===== config.mk =====
export PLATFORM = sky130hd
export DESIGN_NAME = key_mem_write
export DESIGN_NICKNAME = d
export VERILOG_FILES = /design/src/rtl/key_mem_write_pkg.sv /design/src/rtl/key_debounce.sv /design/src/rtl/key_mem_write.sv
export SDC_FILE = /design/constraint.sdc
export NUM_CORES = 1
export LEC_CHECK = 0
export ABC_CLOCK_PERIOD_IN_PS = 2700
export CORE_AREA = 2 2 87 89
export CTS_BUF_LIST = sky130_fd_sc_hd__clkbuf_8
export DETAILED_ROUTE_END_ITERATION = 16
export DIE_AREA = 0 0 89 91
export GPL_TIMING_DRIVEN = 0
export PLACE_DENSITY = 0.81
export SKIP_LAST_GASP = 1
export SLEW_MARGIN = 20
export SYNTH_ARGS = -nofsm -noshare
export SYNTH_HDL_FRONTEND = slang
export SYNTH_SLANG_ARGS = --single-unit

===== constraint.sdc =====
create_clock -name clk_50 -period 2.7 [get_ports clk_50]
set_input_delay 0.54 -clock clk_50 [delete_from_list [all_inputs] [get_ports clk_50]]
set_output_delay 0.54 -clock clk_50 [all_outputs]
set_load 0.02 [all_outputs]

===== src/rtl/key_mem_write_pkg.sv =====
// Shared constants for the key-triggered memory writer: FSM encoding and debounce length.
// KEY_MEM_WRITE_FAST_SIM_EN forces the effective debounce length to FAST_SIM_DEBOUNCE.
// No datapath here; consumed by key_mem_write and key_debounce.
package key_mem_write_pkg;

   localparam logic [1:0] ST_IDLE       = 2'd0;
   localparam logic [1:0] ST_PRESS_DB   = 2'd1;
   localparam logic [1:0] ST_WRITE      = 2'd2;
   localparam logic [1:0] ST_RELEASE_DB = 2'd3;

   localparam int unsigned FAST_SIM_DEBOUNCE = 4;
   localparam int unsigned SW_WIDTH          = 18;

   // A zero length would leave the counter without a terminal value, so clamp to 1.
   function automatic int unsigned eff_debounce(input int unsigned cycles);
`ifdef KEY_MEM_WRITE_FAST_SIM_EN
      eff_debounce = (cycles == 0) ? FAST_SIM_DEBOUNCE : FAST_SIM_DEBOUNCE;
`else
      eff_debounce = (cycles == 0) ? 1 : cycles;
`endif
   endfunction

endpackage


===== src/rtl/key_debounce.sv =====
// Two-flop synchronizer for the raw key plus a counter of cycles since the last clear.
// Latency: level_out lags level_in by 2 clocks; stable_out on the LEN-th uncleared cycle.
// No backpressure; the owner holds clear whenever the level is not the one being timed.
module key_debounce #(
   parameter int unsigned LEN = 4
) (
   input  logic clk_50,
   input  logic rst_n,
   input  logic level_in,
   input  logic clear,
   output logic level_out,
   output logic stable_out
);

   localparam int CW = (LEN > 1) ? $clog2(LEN) : 1;
   localparam logic [CW-1:0] CNT_LAST = CW'(LEN - 1);

   logic          sync_q1;
   logic          sync_q2;
   logic [CW-1:0] cnt_q;

   // Released is the safe idle level, so the synchronizer resets high.
   always_ff @(posedge clk_50 or negedge rst_n) begin
      if (!rst_n) begin
         sync_q1 <= 1'b1;
         sync_q2 <= 1'b1;
      end else begin
         sync_q1 <= level_in;
         sync_q2 <= sync_q1;
      end
   end

   always_ff @(posedge clk_50 or negedge rst_n) begin
      if (!rst_n) begin
         cnt_q <= '0;
      end else if (clear) begin
         cnt_q <= '0;
      end else if (cnt_q != CNT_LAST) begin
         cnt_q <= cnt_q + CW'(1);
      end
   end

   assign level_out  = sync_q2;
   assign stable_out = !clear && (cnt_q == CNT_LAST);

endmodule


===== src/rtl/key_mem_write.sv =====
// Debounced key press stores sw_in (zero-extended) at the next word address; KEY_MEM_WRITE_FAST_SIM_EN sets debounce to 4.
// Latency: one-cycle write pulse debounce+2 clocks after the key is first sampled low.
// No backpressure: the memory must accept the write in its single enable cycle.
module key_mem_write
   import key_mem_write_pkg::*;
#(
   parameter int unsigned ADDR_WIDTH      = 32,
   parameter int unsigned DATA_WIDTH      = 32,
   parameter int unsigned DEBOUNCE_CYCLES = 1000000,
   parameter int unsigned ADDR_LIMIT      = 256
) (
   input  logic                  clk_50,
   input  logic                  rst_n,
   input  logic                  write_in,
   input  logic [SW_WIDTH-1:0]   sw_in,
   output logic [ADDR_WIDTH-1:0] addr_out,
   output logic [DATA_WIDTH-1:0] data_out,
   output logic                  data_mem_wr_en_out,
   output logic                  busy_out
);

   localparam int unsigned           DB_LEN    = eff_debounce(DEBOUNCE_CYCLES);
   localparam logic [ADDR_WIDTH-1:0] ADDR_LAST = ADDR_WIDTH'(ADDR_LIMIT - 1);

   logic [1:0]            state_q;
   logic [1:0]            state_d;
   logic [ADDR_WIDTH-1:0] addr_q;
   logic [DATA_WIDTH-1:0] data_q;
   logic                  key_level;
   logic                  key_pressed;
   logic                  db_clear;
   logic                  db_stable;
   logic                  capture;

   key_debounce #(
      .LEN (DB_LEN)
   ) u_debounce (
      .clk_50     (clk_50),
      .rst_n      (rst_n),
      .level_in   (write_in),
      .clear      (db_clear),
      .level_out  (key_level),
      .stable_out (db_stable)
   );

   assign key_pressed = !key_level;

   // The shared counter only runs while the level matches what the current state is timing.
   always_comb begin
      state_d  = state_q;
      db_clear = 1'b1;
      case (state_q)
         ST_IDLE: begin
            if (key_pressed) begin
               state_d = ST_PRESS_DB;
            end
         end
         ST_PRESS_DB: begin
            db_clear = !key_pressed;
            if (!key_pressed) begin
               state_d = ST_IDLE;
            end else if (db_stable) begin
               state_d = ST_WRITE;
            end
         end
         ST_WRITE: begin
            state_d = ST_RELEASE_DB;
         end
         ST_RELEASE_DB: begin
            db_clear = key_pressed;
            if (!key_pressed && db_stable) begin
               state_d = ST_IDLE;
            end
         end
         default: begin
            state_d = ST_IDLE;
         end
      endcase
   end

   assign capture = (state_q == ST_PRESS_DB) && key_pressed && db_stable;

   always_ff @(posedge clk_50 or negedge rst_n) begin
      if (!rst_n) begin
         state_q <= ST_IDLE;
         addr_q  <= '0;
         data_q  <= '0;
      end else begin
         state_q <= state_d;
         if (capture) begin
            data_q <= DATA_WIDTH'(sw_in);
         end
         if (state_q == ST_WRITE) begin
            addr_q <= (addr_q == ADDR_LAST) ? '0 : addr_q + ADDR_WIDTH'(1);
         end
      end
   end

   // Enable decodes straight from the state flop so reset removes it without a clock.
   assign data_mem_wr_en_out = (state_q == ST_WRITE);
   assign busy_out           = (state_q != ST_IDLE);
   assign addr_out           = addr_q;
   assign data_out           = data_q;

endmodule


## Word-level counts from Yosys, hierarchy flattened

Index checks and enable logic that the tools add are counted.
W data, S select, Z words.

| operators by class | value |
|---|---|
| mux-type cells | 9 |
| add/sub/neg operators | 2 |
| bitwise gates (word level) | 0 |
| magnitude comparators | 0 |
| shift operators | 0 |
| equality and inequality tests | 9 |
| reductions and logical operators | 10 |
| div/mod/pow operators | 0 |
| $mul | 0 |

Operator list:

| kind | number |
|---|---|
| $mux W20 | 2 |
| $add A32 B1 Y32 const B | 1 |
| $eq A32 B8 Y1 const B | 1 |
| $mux W32 | 1 |
| $add A20 B1 Y20 const B | 1 |
| $eq A20 B20 Y1 const B | 1 |
| $ne A20 B20 Y1 const B | 1 |
| $mux W2 | 4 |
| $pmux W2 S4 | 1 |
| $eq A2 B2 Y1 const B | 2 |
| $logic_and A1 B1 Y1 | 4 |
| $ne A2 B2 Y1 const B | 2 |
| $reduce_bool A2 Y1 | 2 |
| $ne A3 B2 Y1 const B | 1 |
| $reduce_and A3 Y1 | 1 |
| $eq A2 B1 Y1 const B | 1 |
| $logic_not A1 Y1 | 2 |
| $logic_not A2 Y1 | 1 |
| $pmux W1 S2 | 1 |

| word-level totals | value |
|---|---|
| bits in read-only memories | 0 |
| register bits | 74 |
| input port bits | 21 |
| latch bits | 0 |
| memories kept | 0 |
| memory bits (writable) | 0 |

## Longest topological paths before layout

| logic depth | value |
|---|---|
| depth in word-level cells | 7 |
| gate-level depth with buffers | 6 |
| gate-level depth less buffers | 5 |

## Modules after synthesis

Synthesis repeated with hierarchy kept, for this count alone.

| unflattened totals | value |
|---|---|
| cell total of the unflattened synthesis | 332 |
| area total of the unflattened synthesis | 3,622.2 um^2 |

Modules (own cells, without submodules):

| module | area an instance (um^2) | seq. area each (um^2) | cells an instance | instances |
|---|---|---|---|---|
| key_mem_write | 2,508.7 | 1,301.2 | 221 | 1 |
| key_debounce | 1,113.6 | 553.0 | 111 | 1 |

## Worst setup path after synthesis

No wires, ideal clock.

| timing path | value |
|---|---|
| path kind | register -> register |
| start point | register u_debounce.cnt_q[12] |
| end point | register data_q[10], in the netlist data_out[10] |
| data arrival time | 1.862 ns |
| data required time | 2.575 ns |
| cell stages (with the launch flop) | 6 |
| period minus slack after synthesis | 1.988 ns |
| setup time | 0.125 ns |
| buffers on the path | 1 |
| slack | 0.712 ns |
| cells stage by stage | dfrtp_1 > or4b_1 > nor4_4 > nand4_4 > buf_6 > mux2_4 |

| on the way | value |
|---|---|
| word-level cells in the longest chain between the ends | 3 |

RTL lines:

| what | line | text |
|---|---|---|
| start, declared | key_debounce.sv:20 | `logic [CW-1:0] cnt_q;` |
| start signal, assigned | key_debounce.sv:39 | `cnt_q <= cnt_q + CW'(1);` |
| $eq A20 B20 Y1 | key_debounce.sv:44 | `assign stable_out = !clear && (cnt_q == CNT_LAST);` |
| $logic_and A1 B1 Y1 | key_debounce.sv:44 |  |
| $logic_and A1 B1 Y1 | key_mem_write.sv:81 | `assign capture = (state_q == ST_PRESS_DB) && key_pressed && db_stable;` |
| end signal, assigned | key_mem_write.sv:91 | `data_q <= DATA_WIDTH'(sw_in);` |
| end, declared | key_mem_write.sv:28 | `logic [DATA_WIDTH-1:0] data_q;` |

Every way passes these cells.
A chain may end at the register's enable or synchronous reset.

==> flow_results.xml <==
<?xml version="1.0" encoding="UTF-8"?>
<metrics>
  <group name="sta">
    <metric name="finalSetupViolCount" unit="">0</metric>
    <metric name="final.min_clock_period" unit="ps">2550</metric>
    <metric name="hold_viol" unit="">0</metric>
    <metric name="timing.final.max_slew_violations" unit="">0</metric>
    <metric name="worst_hold_slack" unit="ps">87.4</metric>
    <metric name="max_freq" unit="MHz">393</metric>
    <metric name="setup_slack_of_the_critical_path_after_layout" unit="ps">153</metric>
    <metric name="crit_share_post_route" unit="%">94.3</metric>
    <metric name="final.setup_skew" unit="ps">7.32</metric>
    <metric name="max_slew_headroom" unit="%">32.6</metric>
    <metric name="unrepaired_setup_endpoints_after_global_routing" unit="">false</metric>
    <metric name="worst_max_slew_pin_slew" unit="ps">1000</metric>
    <metric name="timing.setup.tns" unit="ps">0</metric>
  </group>
  <group name="clock_tree">
    <metric name="cts_inserted_buffers" unit="">9</metric>
    <metric name="h-tree-depth" unit="">3</metric>
    <metric name="clk_latency" unit="ps">340</metric>
    <metric name="ctsRootBufferMaster" unit="">clkbuf_8</metric>
    <metric name="numClockSinks" unit="">74</metric>
    <metric name="tritoncts_clock_tree" unit="">built</metric>
    <metric name="clkTransAtPathRegs" unit="ps">80</metric>
    <metric name="cts.path.max_buffers" unit="">2</metric>
  </group>
  <group name="routing">
    <metric name="antenna_violating_nets_post_route" unit="">0</metric>
    <metric name="via_per_inst" unit="">5.43</metric>
    <metric name="drt-wirelength-per-cell" unit="µm">15.1</metric>
    <metric name="drc" unit="">0</metric>
    <metric name="vias" unit="">2900</metric>
    <metric name="detail_route.iter0.violations" unit="">165</metric>
    <metric name="total_wire_length" unit="µm">8050</metric>
    <metric name="detailedRoute.firstPassIterationCount" unit="">4</metric>
  </group>
  <group name="pwr">
    <metric name="power.internal" unit="mW">1.69</metric>
    <metric name="leak_pwr" unit="nW">2.01</metric>
    <metric name="pwr-share-clk" unit="%">40.2</metric>
    <metric name="ir_worst_vdd" unit="V">0.000352</metric>
    <metric name="swShare" unit="%">23.0</metric>
    <metric name="power_switching" unit="mW">0.503</metric>
    <metric name="power.combinational.fraction" unit="%">7.9</metric>
    <metric name="seqPwrFrac" unit="%">52.0</metric>
    <metric name="power_density" unit="mW/mm²">459</metric>
  </group>
  <group name="critical_path">
    <metric name="worst-path-max-fanout" unit="">8</metric>
    <metric name="crit_path_end_kind" unit="">output pin</metric>
    <metric name="cp-start-kind" unit="">flop</metric>
    <metric name="worst-setup-path-type" unit="">flop to output pin</metric>
    <metric name="reg2reg_setup_slack" unit="ps">390</metric>
    <metric name="worst_ep_arrival_time" unit="ps">2010</metric>
    <metric name="required" unit="ps">2160</metric>
  </group>
  <group name="synth">
    <metric name="synthSimpleGateAreaFrac" unit="%">20.8</metric>
    <metric name="asyncSetResetFlopFracSynth" unit="%">100</metric>
    <metric name="ys_seq_area_share" unit="%">50.8</metric>
    <metric name="synth_top_family_by_area" unit="">simple AND/OR/NAND/NOR gates</metric>
    <metric name="post_synth_main_area_contributors" unit="">dfrtp_1, xnor2_1, mux2_4</metric>
    <metric name="synthXorXnorAreaFrac" unit="%">8.64</metric>
    <metric name="netlist_instances" unit="">333</metric>
    <metric name="yosys_warnings" unit="">0</metric>
    <metric name="syn-cell-area" unit="mm²">0.00365</metric>
    <metric name="synthesis.area_per_instance" unit="µm²">11.0</metric>
    <metric name="synth_adder_area_share" unit="%">0.960</metric>
    <metric name="complex_gate_fraction_of_the_synthesized_area" unit="%">5.55</metric>
    <metric name="postSynthRegisterBits" unit="">74</metric>
    <metric name="synth_edf_count" unit="">0</metric>
    <metric name="netlist.area_leader.share" unit="%">49.4</metric>
    <metric name="synth_cell_types" unit="">48</metric>
    <metric name="synthDominantAreaCellType" unit="">dfrtp_1</metric>
    <metric name="muxShareOfSynthArea" unit="%">7.99</metric>
    <metric name="synth_flop_cell" unit="">dfrtp_1</metric>
  </group>
  <group name="placed_design">
    <metric name="dpl.hpwl" unit="µm">5910</metric>
    <metric name="io_buffers" unit="">72</metric>
    <metric name="preCtsSetupSlack" unit="ps">429</metric>
    <metric name="dp_cells" unit="">518</metric>
    <metric name="place.gp.congestion" unit="">0.808</metric>
    <metric name="placement.cell_area" unit="mm²">0.00457</metric>
  </group>
  <group name="finish">
    <metric name="area.growth.synth_to_final" unit="%">30.8</metric>
    <metric name="num_antenna_cells" unit="">0</metric>
    <metric name="share_of_final_layout_standard_cells_stronger_than_drive_strength_1" unit="%">14.3</metric>
    <metric name="finalInstanceArea" unit="mm²">0.00477</metric>
    <metric name="multi_input_logic_area" unit="mm²">0.00166</metric>
    <metric name="seqCellArea" unit="mm²">0.00185</metric>
    <metric name="finish.cell_count_without_fillers" unit="">534</metric>
    <metric name="nets" unit="">453</metric>
    <metric name="fill_cells" unit="">556</metric>
  </group>
  <group name="job">
    <metric name="max_cap_viol_count" unit="">0</metric>
  </group>
  <group name="floorplan">
    <metric name="floorplan.initialDensity" unit="%">51.1</metric>
    <metric name="top_level_ports" unit="">87</metric>
    <metric name="design.die.area" unit="mm²">0.00810</metric>
    <metric name="die_width" unit="µm">89</metric>
    <metric name="fp.coreArea" unit="mm²">0.00714</metric>
    <metric name="num_rows" unit="">31</metric>
    <metric name="die_h" unit="µm">91</metric>
  </group>
  <group name="global_route">
    <metric name="grt_first_pass_wirelength" unit="µm">13400</metric>
    <metric name="grt_use_total" unit="%">20.8</metric>
    <metric name="grt_antenna_before_repair" unit="">0</metric>
    <metric name="via_count_of_the_first_global_routing_pass" unit="">2806</metric>
    <metric name="global_route.overflow_total" unit="">0</metric>
    <metric name="maximum_number_of_pins_on_one_net_before_global_route_repair" unit="">52</metric>
  </group>
  <group name="status">
    <metric name="run_status" unit="">finished clean</metric>
  </group>
  <group name="worst_hold_path">
    <metric name="type_of_the_worst_min_delay_path" unit="">primary input to async pin</metric>
  </group>
</metrics>
==> path summary, 6_finish.rpt <==
| kind | start | end | cells past startpoint |
|---|---|---|---|
| max reg2reg | flop | addr_out[28] | 6 |
| min | rst_n | addr_out[6] | 1 |
| min reg2reg | u_debounce.sync_q1 | u_debounce.level_out | 0 |
| max in group asynchronous | rst_n | data_out[11] | 2 |
| max | flop | data_mem_wr_en_out | 4 |
| min in group clk_50 | u_debounce.sync_q1 | u_debounce.level_out | 0 |
==> cells by family (layout without fill, tap and decap cells) <==
logic type | after synthesis | after routing
AO/OA/AOI/OAI | 33 | 33
multiplexers | 23 | 23
flip-flops | 74 | 74
other | 1 | 14
adder cells (fa/ha/maj) | 3 | 3
XOR/XNOR | 36 | 36
AND/OR/NAND/NOR | 130 | 130
buffers and inverters | 33 | 122
==> metrics by stage <==
stage	power (mW)	utilization, %
2_1_floorplan	1.24	-
3_3_place_gp	1.32	63.7
3_5_place_dp	1.33	64.0
4_1_cts	2.21	66.9
5_1_grt	2.26	66.9
6_report	2.19	66.9
==> final cells by class <==
type,count,area share [%]
inverters,9,0.708
clock inverters,5,1.13
multi-input cells,239,34.7
flip-flops and latches,74,38.8
repair buffers,73,15.6
clock buffers,11,3.17
well taps,99,2.60
plain buffers,24,3.20
==> cell usage in the layout, fill, tap and decap left out, types with 4 or more instances in the layout <==
master	count
clkdlybuf4s50_1	71
inv_1	10
or4_1	4
or3_1	5
nor3_1	12
nand3_1	18
dfrtp_1	72
conb_1	14
mux2_2	9
o21ai_0	8
mux2_4	10
nor4_1	13
clkbuf_1	5
nand2_1	23
xor2_1	6
a21oi_1	14
buf_4	15
xnor2_1	30
nand4_1	18
nor2_1	12
clkbuf_8	11
and3_1	5
nand2b_1	4
mux2i_1	4
==> per-layer routing <==
layer | track usage, % | vias to the layer above | share of wire (%)
met1 | 27.6 | 1430 | 42
met2 | 34.4 | 96 | 51
met5 | 0 | - | 0
li1 | - | 1362 | -
met3 | 4.27 | 12 | 4.8
met4 | 5.47 | 0 | 1.5
==> registers in the layout, summed over array words and instances, names as in the netlist, named ones only <==
| name | count |
|---|---|
| addr_out | 32 |
| data_out | 18 |
| u_debounce.level_out | 1 |
| u_debounce.cnt_q | 20 |
| state_q | 1 |
| u_debounce.sync_q1 | 1 |
==> cell usage after synthesis, types with 2 or more instances <==
cell type / number
a21oi_1: 14
or3_1: 5
nor3_1: 12
inv_1: 9
nand2_1: 23
nand4_1: 18
nand2b_1: 4
a2111o_1: 2
nand4b_1: 2
o31ai_1: 2
xor2_1: 6
mux2i_1: 4
nor2b_1: 2
nand4_4: 2
mux2_2: 9
clkbuf_1: 6
nor4_1: 13
dfrtp_1: 72
mux2_4: 10
ha_1: 2
dfstp_2: 2
xnor2_1: 30
or4_1: 4
nand3b_1: 2
a21boi_0: 2
nor2_1: 12
and3_1: 5
buf_4: 14
nand3_1: 18
or2_2: 2
o21ai_0: 8
==> power by group through the flow <==
stage	combinational [mW]	sequential, mW	clock, mW
finish	0.172	1.14	0.879
detailed placement	0.173	1.16	0
global placement	0.165	1.16	0
global route	0.188	1.14	0.934
floorplan	0.0634	1.18	0
CTS	0.174	1.14	0.895
==> what timing repair did <==
item | CTS | global route
hold buffers | 0 | 0
buffers inserted | 0 | 0
gates resized for setup | 0 | 1
endpoints found under the setup margin | 0 | 1
==> critical path: stages, from the launching register on <==
cell	delay [ps]
dfrtp_1	320
clkbuf_1	270
nor2b_1	170
buf_1	250
clkdlybuf4s50_1	660
Power figures use the tool's default switching activity.
